<file path="src/rtl/add_pipe_pkg.sv">
// add_pipe_pkg: shared adder width, latency and FIFO result record for the adder wrapper.
// ADD_PIPE_SEQ_TAG_EN adds an 8-bit issue tag to each stored result.
package add_pipe_pkg;
    localparam int ADD_WIDTH = 32;
    localparam int ADD_LAT = 4;

    typedef struct packed {
`ifdef ADD_PIPE_SEQ_TAG_EN
        logic [7:0] tag;
`endif
        logic cout;
        logic [ADD_WIDTH-1:0] sum;
    } add_res_t;
endpackage

</file>
<file path="src/rtl/add_res_fifo.sv">
// add_res_fifo: synchronous result FIFO with occupancy count and async active-low reset.
module add_res_fifo
    import add_pipe_pkg::*;
#(
    parameter int DEPTH = 8,
    localparam int AW = $clog2(DEPTH),
    localparam int CW = AW + 1
) (
    input  logic clk,
    input  logic rst_n,
    input  logic push,
    input  add_res_t din,
    input  logic pop,
    output add_res_t dout,
    output logic [CW-1:0] count
);
    add_res_t mem [DEPTH];
    logic [AW-1:0] wr_ptr, rd_ptr;

    always_ff @(posedge clk)
        if (push) mem[wr_ptr] <= din;

    always_ff @(posedge clk or negedge rst_n)
        if (!rst_n) begin
            wr_ptr <= '0;
            rd_ptr <= '0;
            count <= '0;
        end else begin
            wr_ptr <= wr_ptr + AW'(push);
            rd_ptr <= rd_ptr + AW'(pop);
            count <= count + CW'(push) - CW'(pop);
        end

    // Head entry is only rewritten when full with a concurrent pop, so it holds while stalled
    assign dout = mem[rd_ptr];

`ifndef SYNTHESIS
    a_no_overflow: assert property (@(posedge clk) disable iff (!rst_n)
        !(push && !pop && count == CW'(DEPTH)))
        else $error("add_res_fifo: push while full");
    a_no_underflow: assert property (@(posedge clk) disable iff (!rst_n)
        !(pop && count == '0))
        else $error("add_res_fifo: pop while empty");
`endif
endmodule

</file>
<file path="src/rtl/add_pipe_issue_ctrl.sv">
// add_pipe_issue_ctrl: credit-based valid/ready wrapper around the 4-stage pipelined adder.
// ADD_PIPE_SEQ_TAG_EN adds out_tag, an 8-bit issue sequence number carried with each result.
module add_pipe_issue_ctrl
    import add_pipe_pkg::*;
#(
    parameter int WIDTH = ADD_WIDTH,
    parameter int LAT = ADD_LAT,
    parameter int DEPTH = 8
) (
    input  logic clk,
    input  logic rst_n,
    input  logic in_valid,
    output logic in_ready,
    input  logic [WIDTH-1:0] in_a,
    input  logic [WIDTH-1:0] in_b,
    input  logic in_cin,
    output logic [WIDTH-1:0] add_a,
    output logic [WIDTH-1:0] add_b,
    output logic add_cin,
    input  logic [WIDTH-1:0] add_sum,
    input  logic add_cout,
    output logic out_valid,
    input  logic out_ready,
    output logic [WIDTH-1:0] out_sum,
`ifdef ADD_PIPE_SEQ_TAG_EN
    output logic [7:0] out_tag,
`endif
    output logic out_cout
);
    localparam int CW = $clog2(DEPTH) + 1;

    logic [LAT-1:0] vld_sr;
    logic [CW-1:0] inflight, fifo_count;
    logic [CW:0] used;
    logic fire, push, pop;
    add_res_t wr_res, rd_res;

    // Credits cover both in-flight ops and stored results, so a push always has room
    assign used = {1'b0, inflight} + {1'b0, fifo_count};
    assign in_ready = used < (CW+1)'(DEPTH);
    assign fire = in_valid & in_ready;
    assign add_a = fire ? in_a : '0;
    assign add_b = fire ? in_b : '0;
    assign add_cin = fire & in_cin;
    assign push = vld_sr[LAT-1];
    assign out_valid = fifo_count != '0;
    assign pop = out_valid & out_ready;

    always_ff @(posedge clk or negedge rst_n)
        if (!rst_n) begin
            vld_sr <= '0;
            inflight <= '0;
        end else begin
            vld_sr <= {vld_sr[LAT-2:0], fire};
            inflight <= inflight + CW'(fire) - CW'(vld_sr[LAT-1]);
        end

    assign wr_res.sum = add_sum;
    assign wr_res.cout = add_cout;

`ifdef ADD_PIPE_SEQ_TAG_EN
    logic [7:0] seq;
    logic [LAT-1:0][7:0] tag_sr;

    always_ff @(posedge clk or negedge rst_n)
        if (!rst_n) begin
            seq <= '0;
            tag_sr <= '0;
        end else begin
            seq <= seq + 8'(fire);
            tag_sr <= {tag_sr[LAT-2:0], seq};
        end

    assign wr_res.tag = tag_sr[LAT-1];
    assign out_tag = rd_res.tag;
`endif

    add_res_fifo #(.DEPTH(DEPTH)) u_fifo (
        .clk(clk),
        .rst_n(rst_n),
        .push(push),
        .din(wr_res),
        .pop(pop),
        .dout(rd_res),
        .count(fifo_count)
    );

    assign out_sum = rd_res.sum;
    assign out_cout = rd_res.cout;
endmodule

</file>
<file path="config.mk">
export PLATFORM = sky130hd
export DESIGN_NAME = add_pipe_issue_ctrl
export DESIGN_NICKNAME = d
export VERILOG_FILES = /design/src/rtl/add_pipe_pkg.sv /design/src/rtl/add_res_fifo.sv /design/src/rtl/add_pipe_issue_ctrl.sv
export SDC_FILE = /design/constraint.sdc
export NUM_CORES = 1
export LEC_CHECK = 0
export ABC_AREA = 1
export BUFFER_PORTS_ARGS = -buffer_cell sky130_fd_sc_hd__buf_2
export CORE_ASPECT_RATIO = 1.2
export CORE_MARGIN = 1
export CORE_UTILIZATION = 49
export CTS_CLUSTER_DIAMETER = 200
export DETAILED_ROUTE_END_ITERATION = 10
export MAX_ROUTING_LAYER = met4
export PLACE_DENSITY = 0.76
export SLEW_MARGIN = 20
export SYNTH_ARGS = -nofsm -noshare
export SYNTH_HDL_FRONTEND = slang
export SYNTH_SLANG_ARGS = --single-unit
export TNS_END_PERCENT = 10
</file>
<file path="constraint.sdc">
create_clock -name clk -period 2.55 [get_ports clk]
set_clock_uncertainty 0.05 [all_clocks]
set_input_delay 0.3825 -clock clk [delete_from_list [all_inputs] [get_ports clk]]
set_output_delay 0.3825 -clock clk [all_outputs]
set_load 0.02 [all_outputs]
</file>
==> results of run 1 <==
[what timing repair did]
| action | in CTS | in global routing |
|---|---|---|
| gates resized for setup | 5 | 134 |
| pin swaps | 1 | 0 |
| hold buffers | 1 | 0 |
| endpoints found under the setup margin | 69 | 97 |
| hold endpoints to repair | 18 | 0 |
| cloned | 0 | 4 |
| buffers inserted | 0 | 3 |
[worst register-to-register path, stage by stage, from the launching register on]
cell and delay [ns]:
dfrtp_2 0.43, ha_1 0.25, nor3_4 0.26, nand3_4 0.16, buf_4 0.17, ha_1 0.26
inv_1 0.04, ha_2 0.18, fa_2 0.35, xor2_1 0.17
[flip-flops by register name, indices dropped and copies added (netlist names)]
register / count
u_fifo.rd_ptr: 3
u_fifo.mem: 264
u_fifo.count: 4
vld_sr: 4
u_fifo.wr_ptr: 3
inflight: 4
[cells by family (layout without fill, tap and decap cells)]
group                    count (synthesis)  after routing  synth area share (%)
AO/OA/AOI/OAI                            2              2                0.0771
XOR/XNOR                                 7              7                 0.472
adder cells (fa/ha/maj)                 18             18                  1.85
buffers and inverters                  406            632                  12.8
flip-flops                             282            282                  64.5
other                                    0              1                     0
AND/OR/NAND/NOR                        652            652                  20.3
[cells in the mapped netlist]
cell	number	area, µm²
xor2_1	4	35.0
edfxtp_1	264	7930
buf_4	1	7.51
ha_1	16	200
clkbuf_1	6	22.5
nor2_1	73	274
fa_1	2	40.0
dfrtp_1	18	450
xnor2_1	3	26.3
nor3_2	1	10.0
buf_1	5	18.8
inv_4	1	6.26
a21oi_1	2	10.0
inv_1	347	1300
buf_2	32	160
inv_2	1	3.75
nand2_1	439	1650
and2_1	2	12.5
nand3_1	137	686
buf_6	13	146
[per-stage QoR]
stage	setup slack, ns	setup TNS, ns	util [%]
4_1_cts	0.00770	0	59.4
2_1_floorplan	0.141	0	-
6_report	-0.0383	-0.192	61.3
3_3_place_gp	0.310	0	55.9
5_1_grt	-0.138	-4.54	61.3
3_5_place_dp	0.256	0	55.9
[per-layer routing]
layer | vias up | part of all wire (%) | global-route usage [%]
li1 | 4565 | - | -
met1 | 4391 | 40 | 25.5
met2 | 254 | 53 | 38.1
met3 | 45 | 4.8 | 2.30
met4 | 0 | 1.9 | 5.96
met5 | - | 0 | -
[area by class of cell]
type                       instances  area (µm²)
fill                            2025        9970
clock buffer                      36         731
multi-input combinational        679        3120
antenna                            1        2.50
tap                              330         413
inverter                         349        1320
timing repair buffer             234        1720
clock inverter                    13         123
sequential                       282        8390
[worst paths after layout]
check | start | to | cells past startpoint
min in group asynchronous | rst_n | u_fifo.count[1] | 2
worst min register to register | vld_sr[0] | vld_sr[1] | 0
worst max-delay path | inflight[2] | add_a[5] | 6
worst min-delay path | add_sum[5] | u_fifo.mem[1][5] | 1
worst max register to register | inflight[2] | inflight[2] | 9
max in group asynchronous | rst_n | u_fifo.rd_ptr[0] | 2
[power by group through the flow]
stage          combinational, W  clock (W)  sequential [W]
3_5_place_dp            0.00673          0         0.00575
3_3_place_gp            0.00654          0         0.00573
6_report                0.00753    0.00383         0.00565
5_1_grt                 0.00827    0.00405         0.00568
2_1_floorplan           0.00480          0         0.00566
4_1_cts                 0.00682    0.00389         0.00566
[cells in the final DEF (no fill, tap or decap), drive strengths merged]
| master | n |
|---|---|
| nand2 | 439 |
| inv | 349 |
| edfxtp | 264 |
| buf | 229 |
| nand3 | 137 |
| nor2 | 73 |
| clkbuf | 40 |
| dfrtp | 18 |
| ha | 16 |
| clkinv | 10 |
| xor2 | 4 |
| xnor2 | 3 |
| a21oi | 2 |
| and2 | 2 |
| bufinv | 2 |
| fa | 2 |
| diode | 1 |
| nor3 | 1 |
| clkinvlp | 1 |
| dlygate4sd3 | 1 |
==> results.ini, run 1 <==
[pwr]
power.switching_w=0.00673
p_seq_share_pct=33.2
p_per_area_mw_per_mm2=1080
peakVddDrop_mv=0.690
p_clk_share_pct=22.5
swShare_pct=39.6
internal_power_w=0.0103
p_leak_nw=7.78
power.total_w=0.0170
combinationalPowerShare_pct=44.3

[worst_setup_path]
crit_buf_inv=2
crit_fanout=33
cp-start-kind=flop
worst_ep_arrival_time_ns=2.16
endpoint_kind=output port
path_cells=ha_1 -> nor3_4 -> nand3_4 -> clkbuf_16 -> nor2_1 -> buf_4
ff2ff_setup_slack_ns=0.12
crit_family=simple AND/OR/NAND/NOR gates
max_stage_delay_ns=0.43
required_ns=2.12
crit_type=reg -> out
cp_slowest_cell=dfrtp_2

[die]
num_rows=64
die_x_um=151
die_area_mm2=0.0272
die_h_um=180
initial_core_util_pct=50.4
pin_count=202
core-area_mm2=0.0258

[clocking]
cts.htree.levels=1
clock_latency_ns=0.52
cts_tree=done
clk_pin_slew_ns=0.06
cts.sinks=282
cts_buffers=28
cts_root_buf=clkbuf_16
clockBufferDepth=3

[global_routing]
gr-total-overflow=0
grt_start_max_net_pins=134
grt_util_all_layers_pct=21.4
grt_first_pass_wirelength_um=44100
antenna_found_initial=1
grt_pass1_vias=8883

[routing]
dr.pass1.iters=5
via_count=9255
wire_per_inst_um=15.5
routed_via_density=4.81
post-route-drc-count=0
ant_nets=0
drtIter0Drc=676
totalWireLength_um=29800

[yosys]
yosysWarningCount=0
synth_cell_types=20
ys_seq_area_share_pct=64.5
syn_area_mm2=0.0130
synthCells=1367
syn_nets=1487
postSynthAreaPerCell_um2=9.50
ys_ff_latch=282

[timing]
timing.hold.ws_ns=0.0603
rsz0062_at_grt=yes
setup_ws_ns=-0.0383
slew_viol_final=0
worstMarginPinSlew_ns=0.541
finalCritPeriodShare_pct=102
period_needed_ns=2.59
max_freq_mhz=386
setup_viol=12
relSlewSlack_pct=63.9
finalHoldViolCount=0

[worst_hold_path]
hp-class=in -> reg

[layout]
syn2layout_area_growth_pct=21.8
drive_gt1_share_pct=20.2
fin_area_mm2=0.0158
fin_cells=1924
nets=1694

[job]
max-cap-violations=0

[placement]
place_area_mm2=0.0144
hpwlAfterDp_um=16700
placement.io_buffers=201
dpl.cell_count=1866
gp_congestion=0.743

[run_status]
violations=negative setup slack
outcome=finished with violations

Note: power is estimated with default switching activity, not from simulation.
==> run 2, diff against run 1 <==
--- a/config.mk
+++ b/config.mk
@@ -14,6 +14,7 @@
 export DETAILED_ROUTE_END_ITERATION = 10
 export MAX_ROUTING_LAYER = met4
 export PLACE_DENSITY = 0.76
+export SKIP_CTS_REPAIR_TIMING = 1
 export SLEW_MARGIN = 20
 export SYNTH_ARGS = -nofsm -noshare
 export SYNTH_HDL_FRONTEND = slang
==> results.ini, run 2 (synthesis gave the netlist of run 1 again) <==
[run_status]
outcome=finished with violations
violations=negative setup slack

[worst_setup_path]
ff2ff_setup_slack_ns=0.07  ; -0.05 ns
reg2reg_from=inflight[3]
crit_type=reg -> out
cp-start-kind=flop
worst_ep_arrival_time_ns=2.18  ; +0.02 ns
endpoint_kind=output port
crit_fanout=16  ; -52%
timing.rr.end=inflight[2]
worstRegToRegCells=9  ; unchanged
required_ns=2.12  ; about the same

[timing]
timing.hold.ws_ns=0.0594  ; -0.000929 ns
period_needed_ns=2.61  ; +0.0195 ns
relSlewSlack_pct=64.5  ; +0.52 points
worstMarginPinSlew_ns=0.533  ; -0.00786 ns
finalHoldViolCount=0  ; unchanged
rsz0062_at_grt=yes
setup_viol=35  ; +23
finalCritPeriodShare_pct=102  ; +0.76 points
setup_tns_ns=-0.811  ; -0.619 ns
max_freq_mhz=383  ; -0.75%
slew_viol_final=0  ; unchanged
setup_ws_ns=-0.0578  ; -0.0195 ns

[layout]
largest_register_ffs=264  ; unchanged
final_common_cell=nand2_1
top_register=u_fifo.mem
n_fill_cell=2003  ; -1.1%
mostFrequentLayoutCells=nand2_1, inv_1, edfxtp_1
drive_gt1_share_pct=20.6  ; +0.46 points
nets=1702  ; +0.47%
syn2layout_area_growth_pct=22.9

[routing]
drtIter0Drc=658  ; -2.7%
totalWireLength_um=30500  ; +2.3%
via_count=9380  ; +1.4%
post-route-drc-count=0  ; unchanged
routed_via_density=4.86  ; +0.93%
ant_nets=0  ; unchanged
dr.pass1.iters=7  ; +2
wire_per_inst_um=15.8  ; +1.8%

[global_routing]
antenna_found_initial=1  ; unchanged
grt_util_all_layers_pct=21.4  ; -0.028 points
grt_pass1_vias=8881  ; -0.023%
grt_start_max_net_pins=134  ; unchanged
grt_first_pass_wirelength_um=44100  ; -0.16%
gr-total-overflow=0  ; unchanged

[placement]
place_ws_ns=0.256  ; unchanged
gp_congestion=0.743  ; unchanged
placement.io_buffers=201  ; unchanged
hpwlAfterDp_um=16700  ; unchanged

[worst_hold_path]
hold_path_startpoint=add_sum[0]
hold_end=u_fifo.mem[2][0]
hp-class=in -> reg
holdPathStages=1  ; unchanged

[die]
die_h_um=180  ; unchanged
initial_core_util_pct=50.4  ; unchanged
die_x_um=151  ; unchanged
core-area_mm2=0.0258  ; unchanged
die_area_mm2=0.0272  ; unchanged
pin_count=202  ; unchanged
num_rows=64  ; unchanged

[clocking]
cts.sinks=282  ; unchanged
cts_buffers=28  ; unchanged
cts_root_buf=clkbuf_16
cts_tree=done
clk_pin_slew_ns=0.06  ; about the same
clockBufferDepth=3  ; unchanged
cts.htree.levels=1  ; unchanged
clock_latency_ns=0.52  ; about the same

[pwr]
p_leak_nw=7.85  ; +0.81%
p_per_area_mw_per_mm2=1090  ; +1.1%
power.total_w=0.0174  ; +2.1%
peakVddDrop_mv=0.687  ; -0.51%

[job]
max-cap-violations=0  ; unchanged

[run 2: where the power goes]
group / switching (W) / total, W / leakage [nW] / internal, W
sequential: 0.000239 / 0.00570 / 2.59 / 0.00546
combinational: 0.00507 / 0.00783 / 4.84 / 0.00276
clock: 0.00162 / 0.00383 / 0.413 / 0.00221
total: 0.00693 / 0.0174 / 7.85 / 0.0104
[run 2: worst max path at each step]
stage	start	slack, ns	endpoint	cells past startpoint
finish	inflight[3]	-0.06	add_b[2]	6
global route	inflight[3]	-0.11	add_a[9]	6
CTS	u_fifo.count[1]	-0.22	add_b[20]	8
detailed placement	inflight[3]	0.26	inflight[2]	8
global placement	inflight[3]	0.31	inflight[2]	8
floorplan	u_fifo.wr_ptr[2]	0.14	u_fifo.mem[2][0]	3
[run 2: layout make-up]
type / instances / area, µm² / share of cell area [%]
sequential: 282 / 8390 / 52.5
tap: 330 / 413 / 2.59
clock inverter: 13 / 123 / 0.768
timing repair buffer: 241 / 1770 / 11.1
clock buffer: 36 / 731 / 4.58
multi-input combinational: 680 / 3230 / 20.2
inverter: 349 / 1320 / 8.24
antenna: 1 / 2.50 / 0.0157
[run 2: routing by layer]
layer  track usage, %  up-vias  wire length [µm]
li1                 -     4582                 -
met2             38.1      304             16000
met4             5.96        0               582
met3             2.30       49              1750
met1             25.4     4445             12200
met5                -        -                 0
[run 2: per-stage QoR]
step	area, µm²	util (%)	cells
floorplan	13000	-	1367
global placement	14400	55.9	1866
detailed placement	14400	55.9	1866
CTS	15300	59.2	1915
global route	16000	61.9	1932
finish	16000	61.9	1932
[run 2: worst max-delay path, cell delays in order, from the launching register on]
cell     delay [ns]
dfrtp_1        0.42
ha_4           0.27
nor3_4         0.25
nand3_4        0.20
buf_8          0.21
nor2_1         0.11
buf_2          0.17
==> run 3, diff against run 2 <==
--- a/config.mk
+++ b/config.mk
@@ -5,7 +5,6 @@
 export SDC_FILE = /design/constraint.sdc
 export NUM_CORES = 1
 export LEC_CHECK = 0
-export ABC_AREA = 1
 export BUFFER_PORTS_ARGS = -buffer_cell sky130_fd_sc_hd__buf_2
 export CORE_ASPECT_RATIO = 1.2
 export CORE_MARGIN = 1
@@ -13,7 +12,7 @@
 export CTS_CLUSTER_DIAMETER = 200
 export DETAILED_ROUTE_END_ITERATION = 10
 export MAX_ROUTING_LAYER = met4
-export PLACE_DENSITY = 0.76
+export PLACE_DENSITY = 0.77
 export SKIP_CTS_REPAIR_TIMING = 1
 export SLEW_MARGIN = 20
 export SYNTH_ARGS = -nofsm -noshare
==> results.ini, run 3 <==
[die]
die_x_um=141  ; -6.6%
num_rows=60  ; -6.3%
initial_core_util_pct=50.2  ; -0.17 points
die_h_um=168  ; -6.6%
core-area_mm2=0.0225  ; -13%
die_area_mm2=0.0237  ; -13%
pin_count=202  ; unchanged

[global_routing]
grt_first_pass_wirelength_um=35800  ; -19%
grt_pass1_vias=6414  ; -28%
grt_start_max_net_pins=67  ; -50%
gr-total-overflow=0  ; unchanged
grt_util_all_layers_pct=21.2  ; -0.23 points
antenna_found_initial=3  ; +2

[worst_setup_path]
crit_buf_inv=3  ; +1
endpoint_kind=output port
reg2reg_from=inflight[3]
path_cells=buf_6 -> buf_12 -> mux4_2 -> mux2_4 -> buf_6
crit_path_frequent_cell=buf_6
startpoint=u_fifo.rd_ptr[0]
required_ns=2.12  ; about the same
crit_type=reg -> out
worst_ep_arrival_time_ns=2.26  ; +0.08 ns
crit_family=multiplexers
max_stage_delay_ns=0.53  ; +0.11 ns
crit_fanout=8  ; -8
cp_slowest_cell=mux4_2
cp-start-kind=flop

[routing]
wire_per_inst_um=23.9  ; +51%
routed_via_density=5.58  ; +15%
totalWireLength_um=25900  ; -15%
drtIter0Drc=394  ; -40%
dr.pass1.iters=5  ; -2
via_count=6070  ; -35%
ant_nets=0  ; unchanged
post-route-drc-count=0  ; unchanged

[placement]
hpwlAfterDp_um=15600  ; -6.8%
gp_congestion=0.813  ; +9.5%
placement.io_buffers=201  ; unchanged
place_area_mm2=0.0128  ; -11%
place_ws_ns=0.0868  ; -0.169 ns

[yosys]
synth_flop_cell=edfxtp_1
syn_area_mm2=0.0113  ; -13%
yosysMostFrequentCell=edfxtp_1
ys_seq_area_share_pct=74.1  ; +9.6 points
synth_cell_types=28  ; +40%
synthTopCellsByCount=edfxtp_1, and2_1, mux4_2
postSynthAreaPerCell_um2=21.2  ; +120%
synth.area.top_cells=edfxtp_1, mux4_2, dfrtp_1
syn_nets=654  ; -56%
synthCells=534  ; -61%
synth.largest_area_cell=edfxtp_1
async_flop_share_pct=6.38  ; unchanged
synth_edf_count=264  ; unchanged
yosys.area.top_type_share_pct=70.1  ; +9.1 points
yosysWarningCount=0  ; unchanged
ys_ff_latch=282  ; unchanged

[pwr]
peakVddDrop_mv=0.663  ; -3.5%
p_leak_nw=5.40  ; -31%
p_per_area_mw_per_mm2=1130  ; +4.3%

[clocking]
clockBufferDepth=3  ; unchanged
cts.htree.levels=1  ; unchanged
clk_pin_slew_ns=0.06  ; about the same
cts_buffers=26  ; -7.1%
cts.sinks=282  ; unchanged
cts_tree=done
cts_root_buf=clkbuf_16
clock_latency_ns=0.52  ; about the same

[run_status]
violations=negative setup slack
outcome=finished with violations

[timing]
finalCritPeriodShare_pct=105  ; +3.2 points
max_freq_mhz=372  ; -3.0%
slew_viol_final=0  ; unchanged
finalHoldViolCount=0  ; unchanged
relSlewSlack_pct=66.2  ; +1.7 points
period_needed_ns=2.69  ; +0.0814 ns
setup_viol=83  ; +140%
setup_ws_ns=-0.139  ; -0.0814 ns
worstMarginPinSlew_ns=0.507  ; -0.0256 ns
rsz0062_at_grt=yes

[worst_hold_path]
hold_path_startpoint=add_sum[2]
hp-class=in -> reg

[layout]
drive_gt1_share_pct=52.0  ; +31 points
final_common_cell=edfxtp_1
nets=905  ; -47%
top_register=u_fifo.mem
syn2layout_area_growth_pct=28.9
n_fill_cell=1480  ; -26%
mostFrequentLayoutCells=edfxtp_1, buf_2, mux4_2
largest_register_ffs=264  ; unchanged
fin_area_mm2=0.0146  ; -8.7%

[job]
max-cap-violations=0  ; unchanged

run 3: cell count changes after synthesis, moves of 5 or more:
cell and change:
nand2_1 -437, mux4_1 +5, mux4_2 +61, mux2_2 +33, nand3_1 -136, nor2_1 -67, buf_2 -27, and2_1 +65
inv_1 -333, buf_6 -10
run 3: metrics by stage:
step	hold WS (ns)	setup TNS, ns	power [W]	cells	util [%]
6_report	0.0776	-4.56	0.0165	1087	64.7
2_1_floorplan	0.0369	-24.42	0.00958	534	-
4_1_cts	-0.261	-28.81	0.0149	1061	60.5
3_5_place_dp	0.289	0	0.0113	1014	57.0
3_3_place_gp	0.274	0	0.0111	1014	57.0
5_1_grt	0.0619	-11.53	0.0172	1086	64.7
run 3: worst paths after layout:
path	end	slack [ns]	cells past startpoint
worst max-delay path	out_sum[24]	-0.14	5
worst min-delay path	u_fifo.mem[6][2]	0.08	1
worst max register to register	inflight[2]	0.10	9
worst min register to register	vld_sr[2]	0.30	0
max in group asynchronous	u_fifo.rd_ptr[0]	1.78	2
min in group asynchronous	u_fifo.count[1]	0.34	2
run 3: logic make-up after synthesis:
| logic type | share of synthesized area (%) |
|---|---|
| flops | 74.1 |
| buf+inv | 1.89 |
| xor+xnor | 0.542 |
| compound gates | 0.365 |
| simple gates | 4.37 |
| mux | 16.6 |
| fa+ha+maj | 2.12 |
run 3: power breakdown:
group          switching (W)  internal [W]
clock                0.00154       0.00204
sequential          0.000221       0.00545
combinational        0.00350       0.00377
run 3: cell type report:
class / instances / area [µm²] / area share, %
inverters: 14 / 52.6 / 0.361
multi-input cells: 214 / 2980 / 20.4
well taps: 279 / 349 / 2.39
flip-flops and latches: 282 / 8390 / 57.5
clock buffers: 36 / 709 / 4.87
diodes: 4 / 10.0 / 0.0687
repair buffers: 247 / 2020 / 13.9
clock inverters: 11 / 73.8 / 0.506
run 3: metal layers:
| metal | wire (µm) | GRT usage (%) | up-vias |
|---|---|---|---|
| met5 | 0 | - | - |
| met1 | 9230 | 23.4 | 3090 |
| met3 | 1600 | 3.90 | 49 |
| met2 | 14300 | 38.2 | 282 |
| li1 | - | - | 2649 |
| met4 | 751 | 7.47 | 0 |
